--- src/rtl/led_scroll_ctrl.sv ---
// led_scroll_ctrl
// Scrolls a 4-character window through a 16-entry message of 4-bit character
// codes and drives the four digit codes of the seven-segment anode multiplexer.
// Code 12 is the decoder's blank code and is shown whenever the display is dark.
//
// Build option: define LED_SCROLL_DIR_EN to add the 'dir' input, which selects
// reverse scrolling (pos decrements, wrapping 0 -> L-1) when high.
`timescale 1ns/1ps
module led_scroll_ctrl #(
  parameter int unsigned STEP_DIV = 16
) (
  input  logic       clk,
  input  logic       reset,
  input  logic       wr_en,
  input  logic [3:0] wr_addr,
  input  logic [3:0] wr_data,
  input  logic [3:0] msg_len,
  input  logic       start,
  input  logic       stop,
`ifdef LED_SCROLL_DIR_EN
  input  logic       dir,
`endif
  output logic       busy,
  output logic       wrap,
  output logic [3:0] char3,
  output logic [3:0] char2,
  output logic [3:0] char1,
  output logic [3:0] char0
);

  localparam int unsigned      DIV_W    = (STEP_DIV > 2) ? $clog2(STEP_DIV) : 1;
  localparam logic [DIV_W-1:0] DIV_LAST = DIV_W'(STEP_DIV - 1);
  localparam logic [3:0]       BLANK    = 4'd12;

  typedef enum logic {
    IDLE = 1'b0,
    RUN  = 1'b1
  } state_t;

  state_t           state_q;
  state_t           state_d;
  logic [3:0]       mem [16];
  logic [3:0]       pos_q;
  logic [3:0]       len_q;
  logic [DIV_W-1:0] div_q;
  logic             start_go;
  logic             step;
  logic             at_wrap;
  logic [3:0]       pos_step;
  logic [3:0]       idx1;
  logic [3:0]       idx2;
  logic [3:0]       idx3;

  assign busy = (state_q == RUN);

  // A step fires on the last divider count; stop in the same cycle cancels it.
  assign step = (state_q == RUN) && (div_q == DIV_LAST) && !stop;

  // State register.
  always_ff @(posedge clk or negedge reset) begin
    // NOTE: sequential state uses non-blocking (<=) so every register samples
    // pre-edge values regardless of statement order.
    if (!reset) state_q <= IDLE;
    else        state_q <= state_d;
  end

  // Next-state logic; stop has priority over start.
  always_comb begin
    // NOTE: defaults first so no path leaves a variable unassigned (no latch).
    state_d  = state_q;
    start_go = 1'b0;
    case (state_q)
      IDLE: begin
        if (start && !stop) begin
          state_d  = RUN;
          start_go = 1'b1;
        end
      end
      RUN: begin
        if (stop) state_d = IDLE;
      end
      default: state_d = IDLE;
    endcase
  end

  // Next window position for a step and whether that step wraps.
  always_comb begin
    pos_step = (pos_q == len_q) ? 4'd0 : pos_q + 4'd1;
    at_wrap  = (pos_q == len_q);
`ifdef LED_SCROLL_DIR_EN
    if (dir) begin
      pos_step = (pos_q == 4'd0) ? len_q : pos_q - 4'd1;
      at_wrap  = (pos_q == 4'd0);
    end
`endif
  end

  // Window indices: each one is the previous plus one, wrapping at L-1, which
  // gives true modulo-L even when L < 4 (L=1 repeats entry 0 four times).
  always_comb begin
    idx1 = (pos_q == len_q) ? 4'd0 : pos_q + 4'd1;
    idx2 = (idx1  == len_q) ? 4'd0 : idx1  + 4'd1;
    idx3 = (idx2  == len_q) ? 4'd0 : idx2  + 4'd1;
  end

  // Position, step divider, latched length and registered wrap pulse.
  always_ff @(posedge clk or negedge reset) begin
    if (!reset) begin
      pos_q <= 4'd0;
      div_q <= '0;
      len_q <= 4'd0;
      wrap  <= 1'b0;
    end else begin
      wrap <= step && at_wrap;
      if (start_go) begin
        pos_q <= 4'd0;
        div_q <= '0;
        len_q <= msg_len;
      end else if (state_q == RUN) begin
        if (stop) begin
          pos_q <= 4'd0;
          div_q <= '0;
        end else if (step) begin
          pos_q <= pos_step;
          div_q <= '0;
        end else begin
          div_q <= div_q + 1'b1;
        end
      end
    end
  end

  // Message storage; writes are accepted in any state.
  always_ff @(posedge clk or negedge reset) begin
    // NOTE: the message array is reset to blank on purpose, so it is built
    // from flip-flops rather than a RAM macro (RAMs cannot be reset).
    if (!reset) begin
      for (int i = 0; i < 16; i++) mem[i] <= BLANK;
    end else if (wr_en) begin
      mem[wr_addr] <= wr_data;
    end
  end

  // Registered digit codes: current window while running, blank otherwise.
  always_ff @(posedge clk or negedge reset) begin
    if (!reset) begin
      char3 <= BLANK;
      char2 <= BLANK;
      char1 <= BLANK;
      char0 <= BLANK;
    end else if (state_q == RUN) begin
      char3 <= mem[pos_q];
      char2 <= mem[idx1];
      char1 <= mem[idx2];
      char0 <= mem[idx3];
    end else begin
      char3 <= BLANK;
      char2 <= BLANK;
      char1 <= BLANK;
      char0 <= BLANK;
    end
  end

endmodule

--- config.mk ---
export PLATFORM = sky130hd
export DESIGN_NAME = led_scroll_ctrl
export DESIGN_NICKNAME = d
export VERILOG_FILES = /design/src/rtl/led_scroll_ctrl.sv
export SDC_FILE = /design/constraint.sdc
export NUM_CORES = 1
export LEC_CHECK = 0
export CAP_MARGIN = 30
export CORE_AREA = 2 2 111 113
export DETAILED_ROUTE_END_ITERATION = 8
export DIE_AREA = 0 0 113 115
export GPL_TIMING_DRIVEN = 0
export HOLD_SLACK_MARGIN = 0.02
export PLACE_DENSITY = 0.79
export SYNTH_ARGS = -nofsm -noshare
export SYNTH_HDL_FRONTEND = slang
export SYNTH_SLANG_ARGS = --single-unit
export TNS_END_PERCENT = 20
--- constraint.sdc ---
create_clock -name clk -period 5.43 [get_ports clk]
set_input_delay 1.629 -clock clk [delete_from_list [all_inputs] [get_ports clk]]
set_output_delay 1.629 -clock clk [all_outputs]
set_load 0.01 [all_outputs]
==> metrics.cfg <==
[status]
run_status=complete, but fails checks
failed_checks=DRC

[cts]
clk_tree_root_cell=clkbuf_16
hold_buf_cts=0
clock_tree_from_tritoncts=yes
post_cts_resize_count=0
cts-htree-levels=3
clock_latency_ns=0.36
cts_made_buffers=9
post_cts_buffers=0
clockBufferDepth=2
worst_setup_hold_path_clk_slew_ns=0.07
cts.sink_count=94

[global_route]
all_layer_gr_usage_pct=34.6
number_of_global_route_vias_before_repair=5317
grt_start_max_net_pins=50
globalRouteOverflowTotal=0
grt_antenna_before_repair=1
global_route_wire_length_before_repair_mm=33.0

[floorplanning]
die_width_microns=113
design.core.area_sq_mm=0.0118
floorplan.die_area_sq_mm=0.0130
placementRows=40
boundaryPins=35
start_util_pct=54.3
die_height_microns=115

[critical_path]
critPathRequiredTime_ns=5.65
path_class=reg2reg
setup.worst_path.end_class=register
crit_fanout=10
cp.arrival_ns=5.27
critical_path.startpoint_type=register

[sta]
drv_slew=0
setup_total_negative_slack_ns=0
fin_worst_skew_ns=0.00619
worst-slew-pin-transition_ns=0.826
finalHoldViolCount=0
rsz0062_at_grt=false
fmaxAchievable_ghz=0.198
timing.max_slew.rel_slack_pct=44.8
final_min_period_over_clock_period_pct=93.0
finalWorstPathRequiredPeriod_ns=5.05
setup_viol=0

[placed_design]
hpwl_mm=16.1
io_buffer_count=32
placed_cells_incl_taps=782
gp_congestion=1.04
placement.cell_area_sq_mm=0.00693

[final_layout]
finalNonFillerCells=799
drive_gt1_share_pct=28.3
layout_area_growth_over_synthesis_pct=13.9
post_layout_instance_area_sq_mm=0.00730
finalNetCount=667

[synthesis]
number_of_flops_mapped_to_enable_cells_by_yosys=0
synth_top_flop_cell=dfrtp_1
asyncSetResetFlopFracSynth_pct=100
synth.area.top_cells=dfrtp_1 (21%), dfstp_2 (16%), mux2_2 (12%), mux4_2 (8.1%), mux2i_1 (5.2%)
post_synth_fa_ha_maj_area_fraction_pct=0.781
synth_seq_cells=94
syn_area_per_cell_sq_um=10.6
synth-compound-area-share_pct=14.3
yosys.area_share.simple_pct=15.2
synth_cell_type_count=69
yosys_warnings=0
syn_nets=623
yosysSeqAreaShare_pct=37.5
synth_area_sq_mm=0.00641
cells_after_synthesis=602
synth_top_cell_by_area=dfrtp_1
synth_top_family_by_area=multiplexers
fraction_of_synthesized_area_in_multiplexers_pct=25.4
synth-xor-area-share_pct=3.28
post-synth-top-area-fraction_pct=21.1

[flow_run]
maxCapViolations=0

[drt]
vias=5537
drt_drc_violations_left=6
wl_per_cell_microns=27.0
via_per_inst=6.93
postRouteAntennaNets=0
drtIter0Drc=698
finalWirelength_mm=21.6
firstDrtPassIters=7

[pwr]
total_power_mw=2.66
total_leakage_power_nw=2.75
power.ir.vdd_worst_uv=255
power_per_cell_area_mw_per_mm2=364

[min_path]
worstHoldPathType=reg2reg

## cells in the mapped netlist, types with 10 or more instances
cell / n
a21oi_1: 10
nor2_1: 24
dfstp_2: 40
mux4_2: 23
a211oi_1: 19
mux2i_1: 33
and3_1: 14
nand2_1: 76
nor2b_1: 10
nor3_1: 19
clkbuf_1: 24
dfrtp_1: 54
nand3_1: 30
o21ai_0: 14
a311oi_1: 15
mux2_2: 69
## critical path, cell delays in order (launching register included)
cell and delay (ns):
dfrtp_1 0.35, buf_2 0.19, xor2_2 0.44, or4_4 0.27, nand2_2 0.12, inv_2 0.20, clkbuf_1 0.44, clkbuf_2 0.38
ha_1 0.33, nand2_1 0.18, inv_1 0.19, ha_1 0.37, clkbuf_2 0.31, clkbuf_1 0.38, nor2_1 0.10, a21oi_1 0.15
a31oi_1 0.10, a21oi_1 0.19, o221ai_1 0.21
## final cells by class
| type | count | area, sq um |
|---|---|---|
| Clock buffer | 10 | 229 |
| Inverter | 9 | 33.8 |
| Timing Repair Buffer | 33 | 338 |
| Antenna cell | 1 | 2.50 |
| Fill cell | 980 | 4510 |
| Clock inverter | 6 | 134 |
| Tap cell | 147 | 184 |
| Sequential cell | 94 | 2400 |
| Buffer | 43 | 198 |
| Multi-Input combinational cell | 456 | 3780 |
## sequential cells by signal, indices dropped and copies added, names as in the netlist
register	flops
char2	4
mem	64
char1	4
char0	4
div_q	4
pos_q	4
char3	4
wrap	1
len_q	4
busy	1
## cells in the final DEF (no fill, tap or decap), types with 14 or more instances in the layout
| cell type | synthesis | final |
|---|---|---|
| nor3_1 | 19 | 19 |
| a311oi_1 | 15 | 15 |
| o21ai_0 | 14 | 14 |
| a211oi_1 | 19 | 19 |
| nor2_1 | 24 | 24 |
| mux2_2 | 69 | 69 |
| mux2i_1 | 33 | 33 |
| nand3_1 | 30 | 30 |
| and3_1 | 14 | 14 |
| dfstp_2 | 40 | 40 |
| nand2_1 | 76 | 76 |
| mux4_2 | 23 | 23 |
| dfrtp_1 | 54 | 54 |
| clkdlybuf4s50_1 | 0 | 31 |
| clkbuf_1 | 24 | 23 |
## path summary, 6_finish.rpt
| check | startpoint | to | slack [ns] | depth (start not counted) |
|---|---|---|---|---|
| worst min-delay path | div_q[0] | div_q[0] | 0.53 | 1 |
| min in group asynchronous | reset | len_q[2] | 1.27 | 1 |
| worst max-delay path | len_q[1] | char0[2] | 0.38 | 18 |
| max in group asynchronous | reset | mem[63] | 3.44 | 2 |
| worst max register to register | len_q[1] | char0[2] | 0.38 | 18 |
| worst min register to register | div_q[0] | div_q[0] | 0.53 | 1 |
## stage by stage
stage | setup slack (ns) | utilization [%] | hold WS, ns
global placement | -0.317 | 58.5 | 0.510
finish | 0.379 | 61.8 | 0.525
detailed placement | 0.121 | 58.7 | 0.521
floorplan | 1.33 | - | 0.485
global route | 0.142 | 61.8 | 0.573
CTS | 0.0924 | 61.8 | 0.535
## where the power goes
part           switching, mW  leakage [nW]  internal (mW)
registers              0.213          1.10          0.890
logic                  0.397          1.47          0.385
clock network          0.275         0.177          0.497
## cells by family after synthesis
kind of cell	after synthesis
and+or+nand+nor	198
muxes	125
AOI/OAI and AO/OA	113
DFF	94
buffers and inverters	52
xor gates and xnor gates	16
adders and majority gates	4
## metal layers
metal | global-route usage [%] | up-vias | share of wire (%)
met1 | 45.8 | 2747 | 39
met4 | 13.7 | 0 | 4.1
met5 | 0 | - | 0
met2 | 55.2 | 341 | 47
met3 | 8.54 | 75 | 9.6
li1 | - | 2374 | -
Note: power is estimated with default switching activity, not from simulation.
